$ cat src/rtl/mlp_seq_pkg.sv
`default_nettype none
// ============================================================================
//  Module      : mlp_seq_pkg
//  Description : Shared types, default sizes and helpers for the MLP
//                inter-layer sequencer.
//  Revision    : 1.0 - initial release
// ============================================================================
package mlp_seq_pkg;

    // Per-link sequencing state
    typedef enum logic [2:0] {
        IDLE  = 3'd0,
        FILL  = 3'd1,
        ARM   = 3'd2,
        RUN   = 3'd3,
        DRAIN = 3'd4
    } link_state_t;

    // Default network geometry
    localparam int C_DEF_NUM_LAYERS    = 5;
    localparam int C_DEF_DATATYPE_SIZE = 4;
    localparam int C_DEF_MAX_SIZE      = 1500;
    localparam int C_DEF_OUT_SIZE      = 10;
    localparam int C_DEF_LAYER_IN_SIZE [C_DEF_NUM_LAYERS] = '{784, 784, 1500, 1000, 500};

    // Address width for a buffer of max_size elements (never below one bit)
    function automatic int addr_w_f(input int max_size);
        return (max_size > 1) ? $clog2(max_size) : 1;
    endfunction

endpackage
`default_nettype wire

$ cat src/rtl/mlp_pipeline_sequencer_link.sv
`default_nettype none
// ============================================================================
//  Module      : mlp_link
//  Description : One inter-layer link: fills a layer's input buffer from a
//                source stream, then hands the frame to the layer with a
//                start pulse and tracks the layer's busy handshake.
//  Revision    : 1.0 - initial release
// ============================================================================
module mlp_link
    import mlp_seq_pkg::*;
#(
    parameter int DATATYPE_SIZE = 4,
    parameter int ADDR_W        = 11,
    parameter int IN_SIZE       = 784
) (
    input  logic                     clk,
    input  logic                     rst,
    input  logic                     i_src_valid,
    input  logic [DATATYPE_SIZE-1:0] i_src_data,
    input  logic                     i_busy,
    output logic                     o_accepting,
    output logic                     o_active,
    output logic                     o_ibuf_we,
    output logic [ADDR_W-1:0]        o_ibuf_addr,
    output logic [DATATYPE_SIZE-1:0] o_ibuf_wr_data,
    output logic                     o_start
);

    localparam logic [ADDR_W-1:0] C_LAST = ADDR_W'(IN_SIZE - 1);

    link_state_t         r_state;
    logic [ADDR_W-1:0]   r_wcnt;
    logic                w_accept;

    assign o_accepting = (r_state == IDLE) || (r_state == FILL);
    assign o_active    = (r_state == ARM) || (r_state == RUN) || (r_state == DRAIN);
    assign w_accept    = o_accepting && i_src_valid;

    // The layer may only be started once it has finished any previous frame;
    // reset suppresses the pulse even if the state has not yet cleared.
    assign o_start     = (r_state == ARM) && !i_busy && !rst;

    // Link FSM, fill counter and registered input-buffer write port
    always_ff @(posedge clk) begin
        if (rst) begin
            r_state        <= IDLE;
            r_wcnt         <= '0;
            o_ibuf_we      <= 1'b0;
            o_ibuf_addr    <= '0;
            o_ibuf_wr_data <= '0;
        end else begin
            o_ibuf_we <= w_accept;
            if (w_accept) begin
                o_ibuf_addr    <= r_wcnt;
                o_ibuf_wr_data <= i_src_data;
            end
            case (r_state)
                IDLE, FILL: begin
                    if (w_accept) begin
                        if (r_wcnt == C_LAST) begin
                            r_state <= ARM;
                            r_wcnt  <= '0;
                        end else begin
                            r_state <= FILL;
                            r_wcnt  <= r_wcnt + ADDR_W'(1);
                        end
                    end
                end
                ARM: begin
                    if (!i_busy) r_state <= RUN;
                end
                RUN: begin
                    if (i_busy) r_state <= DRAIN;
                end
                DRAIN: begin
                    if (!i_busy) r_state <= IDLE;
                end
                default: begin
                    r_state <= IDLE;
                    r_wcnt  <= '0;
                end
            endcase
        end
    end

endmodule
`default_nettype wire

$ cat src/rtl/mlp_pipeline_sequencer.sv
`default_nettype none
// ============================================================================
//  Module      : mlp_pipeline_sequencer
//  Description : Sequencer for a chain of fc layers. Routes the external
//                stream into layer 0 and each layer's func stream into the
//                next layer, generates start/backpressure, flags dropped
//                elements and streams out the final layer with frame markers.
//  Revision    : 1.0 - initial release
// ============================================================================
module mlp_pipeline_sequencer
    import mlp_seq_pkg::*;
#(
    parameter int NUM_LAYERS                  = C_DEF_NUM_LAYERS,
    parameter int DATATYPE_SIZE               = C_DEF_DATATYPE_SIZE,
    parameter int MAX_SIZE                    = C_DEF_MAX_SIZE,
    parameter int LAYER_IN_SIZE [NUM_LAYERS]  = C_DEF_LAYER_IN_SIZE,
    parameter int OUT_SIZE                    = C_DEF_OUT_SIZE,
    localparam int ADDR_W                     = addr_w_f(MAX_SIZE)
) (
    input  logic                                     clk,
    input  logic                                     rst,
    input  logic                                     i_in_valid,
    input  logic [DATATYPE_SIZE-1:0]                 i_in_data,
    output logic                                     o_in_ready,
    output logic [NUM_LAYERS-1:0]                    o_ibuf_we,
    output logic [NUM_LAYERS-1:0][ADDR_W-1:0]        o_ibuf_addr,
    output logic [NUM_LAYERS-1:0][DATATYPE_SIZE-1:0] o_ibuf_wr_data,
    output logic [NUM_LAYERS-1:0]                    o_start,
    input  logic [NUM_LAYERS-1:0]                    i_busy,
    input  logic [NUM_LAYERS-1:0]                    i_func_valid,
    input  logic [NUM_LAYERS-1:0][DATATYPE_SIZE-1:0] i_func_data,
    output logic [NUM_LAYERS-1:0]                    o_next_busy,
    output logic                                     o_out_valid,
    output logic [DATATYPE_SIZE-1:0]                 o_out_data,
    input  logic                                     i_out_ready,
    output logic                                     o_frame_done,
    output logic [NUM_LAYERS-1:0]                    o_overflow
);

    localparam logic [ADDR_W-1:0] C_OUT_LAST = ADDR_W'(OUT_SIZE - 1);

    logic [NUM_LAYERS-1:0]                    w_src_valid;
    logic [NUM_LAYERS-1:0][DATATYPE_SIZE-1:0] w_src_data;
    logic [NUM_LAYERS-1:0]                    w_accepting;
    logic [NUM_LAYERS-1:0]                    w_active;
    logic [ADDR_W-1:0]                        r_ocnt;

    for (genvar k = 0; k < NUM_LAYERS; k++) begin : g_link
        if (k == 0) begin : g_src_ext
            assign w_src_valid[k] = i_in_valid;
            assign w_src_data[k]  = i_in_data;
        end else begin : g_src_func
            assign w_src_valid[k] = i_func_valid[k-1];
            assign w_src_data[k]  = i_func_data[k-1];
        end

        mlp_link #(
            .DATATYPE_SIZE (DATATYPE_SIZE),
            .ADDR_W        (ADDR_W),
            .IN_SIZE       (LAYER_IN_SIZE[k])
        ) u_link (
            .clk            (clk),
            .rst            (rst),
            .i_src_valid    (w_src_valid[k]),
            .i_src_data     (w_src_data[k]),
            .i_busy         (i_busy[k]),
            .o_accepting    (w_accepting[k]),
            .o_active       (w_active[k]),
            .o_ibuf_we      (o_ibuf_we[k]),
            .o_ibuf_addr    (o_ibuf_addr[k]),
            .o_ibuf_wr_data (o_ibuf_wr_data[k]),
            .o_start        (o_start[k])
        );

        // A layer must stall its func stream while the next link holds a
        // frame; the last layer is stalled by the downstream consumer.
        if (k < NUM_LAYERS - 1) begin : g_nb_link
            assign o_next_busy[k] = w_active[k+1];
        end else begin : g_nb_out
            assign o_next_busy[k] = ~i_out_ready;
        end
    end

    assign o_in_ready = w_accepting[0];

    // Sticky overflow: a func element arriving at a link that cannot take it
    // is dropped and remembered until reset. Link 0 is flow-controlled by
    // o_in_ready, so its flag never sets.
    always_ff @(posedge clk) begin
        if (rst) begin
            o_overflow <= '0;
        end else begin
            for (int k = 1; k < NUM_LAYERS; k++) begin
                if (i_func_valid[k-1] && !w_accepting[k]) o_overflow[k] <= 1'b1;
            end
        end
    end

    // Output stage: one-cycle registered copy of the last layer's stream
    // with a modulo-OUT_SIZE element counter marking frame ends.
    always_ff @(posedge clk) begin
        if (rst) begin
            o_out_valid  <= 1'b0;
            o_out_data   <= '0;
            o_frame_done <= 1'b0;
            r_ocnt       <= '0;
        end else begin
            o_out_valid  <= i_func_valid[NUM_LAYERS-1];
            o_frame_done <= i_func_valid[NUM_LAYERS-1] && (r_ocnt == C_OUT_LAST);
            if (i_func_valid[NUM_LAYERS-1]) begin
                o_out_data <= i_func_data[NUM_LAYERS-1];
                r_ocnt     <= (r_ocnt == C_OUT_LAST) ? '0 : r_ocnt + ADDR_W'(1);
            end
        end
    end

endmodule
`default_nettype wire
$ cat config.mk
export PLATFORM = sky130hd
export DESIGN_NAME = mlp_pipeline_sequencer
export DESIGN_NICKNAME = d
export VERILOG_FILES = /design/src/rtl/mlp_seq_pkg.sv /design/src/rtl/mlp_pipeline_sequencer_link.sv /design/src/rtl/mlp_pipeline_sequencer.sv
export SDC_FILE = /design/constraint.sdc
export NUM_CORES = 1
export LEC_CHECK = 0
export CORE_MARGIN = 8
export CORE_UTILIZATION = 35
export DETAILED_ROUTE_END_ITERATION = 16
export PLACE_DENSITY_LB_ADDON = 0.15
export SYNTH_ARGS = -nofsm -noshare
export SYNTH_HDL_FRONTEND = slang
export SYNTH_HIERARCHICAL = 1
export SYNTH_SLANG_ARGS = --single-unit
export TNS_END_PERCENT = 30
$ cat constraint.sdc
create_clock -name clk -period 2.13 [get_ports clk]
set_input_delay 0.426 -clock clk [delete_from_list [all_inputs] [get_ports clk]]
set_output_delay 0.426 -clock clk [all_outputs]
set_load 0.02 [all_outputs]
==> metrics.yaml <==
status:
  status: "finished, final reports clean"
place:
  pre_cts_slack_ns: -0.119
  io_buffers: 138
  gp_congestion: 0.782
  dp_hpwl_mm: 13.4
clock_tree:
  cts_tree: "yes"
  htree_levels: 4
  clock_latency_ns: 0.42
  cts_root_buf: "clkbuf_16"
  cts.reportedPaths.clkPinSlew_ns: 0.07
  clkSinkCount: 171
  cts_made_buffers: 17
  cts_hold_buf: 0
  post_cts_buffers: 0
  cts_buffer_depth: 2
worst_setup_path:
  crit_fanout: 8
  worstPathCellList: "nand2b_1 > nor4_1 > dlygate4sd2_1"
  critPathLaunchType: "register"
  crit_arrival_ns: 1.58
  crit_buf_inv: 1
  cp-end-kind: "output port"
  required_ns: 1.70
  path_depth: 3
  path_delay_family: "flip-flops"
  path_class: "register to output port"
  r2r_cells: 6
  worst_path_largest_cell_delay_ns: 0.46
  critPathSlowestCell: "dfxtp_1"
logic_synthesis:
  syn_area_per_cell_um2: 8.32
  postSynthCellCount: 893
  yosysWarnings: 6
  synth_nets: 938
  synth.cell_area_um2: 7430
sta:
  finalSetupTns_ns: 0
  finalSetupViolCount: 0
  relSlewSlack: 0.630
  hold_viol: 0
  setup_ws_ns: 0.124
  drv_slew: 0
  post-route-period-util: 0.942
  grt_setup_unrepaired: "no"
  finalClockSkew_ns: 0.0101
  worst_slew_pin_slew_ns: 0.554
  min_period_ns: 2.01
  fmax_mhz: 499
layout:
  drive_gt1_frac: 0.120
  final_nets: 1110
  fillCellCount: 2107
  areaGrowthSynthToFinish_pct: 34.4
  final-seq-area_um2: 3430
  multi_input_area_um2: 3660
  antenna_cells: 0
floorplanning:
  core_area_um2: 21000
  die_area_um2: 26200
  rows: 53
  fp.dieW_um: 162
  die_h_um: 162
  start_util: 0.355
  ioPinCount: 140
route:
  wire_per_inst_um: 13.8
  vias: 6656
  dr.pass1.iters: 4
  drt-total-wl_mm: 18.6
  vias_per_cell: 4.92
  detail-route-antenna-nets: 0
  drtIter0Drc: 298
  drc: 0
global_routing:
  grt.overflow.total: 0
  antenna_found_initial: 0
  grt_pass1_wl_mm: 30.8
  grt_start_max_net_pins: 35
  grt_pass1_vias: 6148
  grtUsageTotal: 0.141
min_path:
  whs_path_depth: 2
  hold_class: "input port to register"
job:
  cap_viol_max_count: 0
power:
  power_leakage_nw: 3.58
  powerDensity_nw_per_um2: 746
  peakVddDrop_mv: 0.499
stage by stage:
stage | instances | hold WS, ns | util | cell area, µm² | total power (W)
CTS | 1353 | 0.353 | 0.476 | 9980 | 0.00757
detailed placement | 1321 | 0.447 | 0.449 | 9400 | 0.00446
finish | 1353 | 0.354 | 0.477 | 9990 | 0.00745
global route | 1353 | 0.355 | 0.477 | 9990 | 0.00780
floorplan | 893 | 0.445 | - | 7430 | 0.00403
global placement | 1321 | 0.442 | 0.449 | 9400 | 0.00446
routing by layer:
metal  wire length (µm)  global-route usage  vias to the layer above
met3               1140              0.0395                       15
met2               8600               0.229                      136
met5                  0                   0                        -
li1                   -                   -                     3464
met1               8650               0.178                     3041
met4                225              0.0459                        0
worst paths after layout:
path                                                      start                                 end  slack, ns
worst min register to register  g_link[0].u_link/o_ibuf_addr[8]     g_link[0].u_link/o_ibuf_addr[8]       0.45
worst max register to register       g_link[2].u_link/r_wcnt[0]          g_link[2].u_link/r_wcnt[6]       0.30
worst max-delay path                g_link[4].u_link/r_state[1]                          o_start[4]       0.12
worst min-delay path                                        rst  g_link[0].u_link/o_ibuf_wr_data[1]       0.35
flip-flops by register name, summed over array words and instances (netlist names):
register,flops
r_ocnt,11
g_link.u_link/o_ibuf_wr_data,20
g_link.u_link/r_wcnt,55
o_frame_done,1
g_link.u_link/o_ibuf_we,5
o_overflow,4
o_out_data,4
o_out_valid,1
g_link.u_link/o_ibuf_addr,55
g_link.u_link/r_state,15
area by class of cell:
| cell class | instances | area share |
|---|---|---|
| Sequential cell | 171 | 0.343 |
| Tap cell | 275 | 0.0345 |
| Timing Repair Buffer | 206 | 0.190 |
| Inverter | 20 | 0.00752 |
| Clock buffer | 19 | 0.0454 |
| Multi-Input combinational cell | 649 | 0.367 |
| Clock inverter | 13 | 0.0133 |
cell usage in the layout, fill, tap and decap left out, types with 4 or more instances in the layout:
| cell | count |
|---|---|
| nor2b_1 | 7 |
| o31ai_1 | 7 |
| nand2_1 | 185 |
| o21ai_0 | 22 |
| clkdlybuf4s50_1 | 127 |
| xor2_1 | 26 |
| nor2_1 | 70 |
| dfxtp_1 | 168 |
| nor4b_1 | 4 |
| inv_1 | 20 |
| xnor2_1 | 18 |
| nor3_1 | 7 |
| ha_1 | 7 |
| or3_1 | 11 |
| o21ai_1 | 5 |
| a21o_1 | 5 |
| o211ai_1 | 5 |
| mux2i_1 | 5 |
| nand3_1 | 14 |
| buf_4 | 68 |
| o2111ai_1 | 6 |
| o21a_1 | 4 |
| a21oi_1 | 119 |
| dlygate4sd2_1 | 9 |
| nor4_1 | 8 |
| a211oi_1 | 19 |
| and3_1 | 5 |
| o22ai_1 | 4 |
| clkbuf_16 | 17 |
| or4_1 | 6 |
| nand2b_1 | 9 |
| nand4_1 | 17 |
power breakdown:
| part | internal (W) | switching (W) |
|---|---|---|
| Combinational | 0.000439 | 0.000522 |
| Sequential | 0.00331 | 0.0000965 |
| Clock | 0.00170 | 0.00138 |
| Total | 0.00545 | 0.00199 |
worst reg2reg max path, stage by stage, from the launching register on:
cell and delay (ns):
dfxtp_1 0.39, ha_1 0.27, nand2_1 0.11, o41ai_1 0.52, a21o_1 0.19, buf_4 0.17
nor2_1 0.06
what timing repair did:
action | CTS | global route
pin swaps | 0 | 0
setup endpoints to repair | 9 | 5
endpoints found under the hold margin | 0 | 0
resized for setup | 11 | 3
Power figures use the tool's default switching activity.
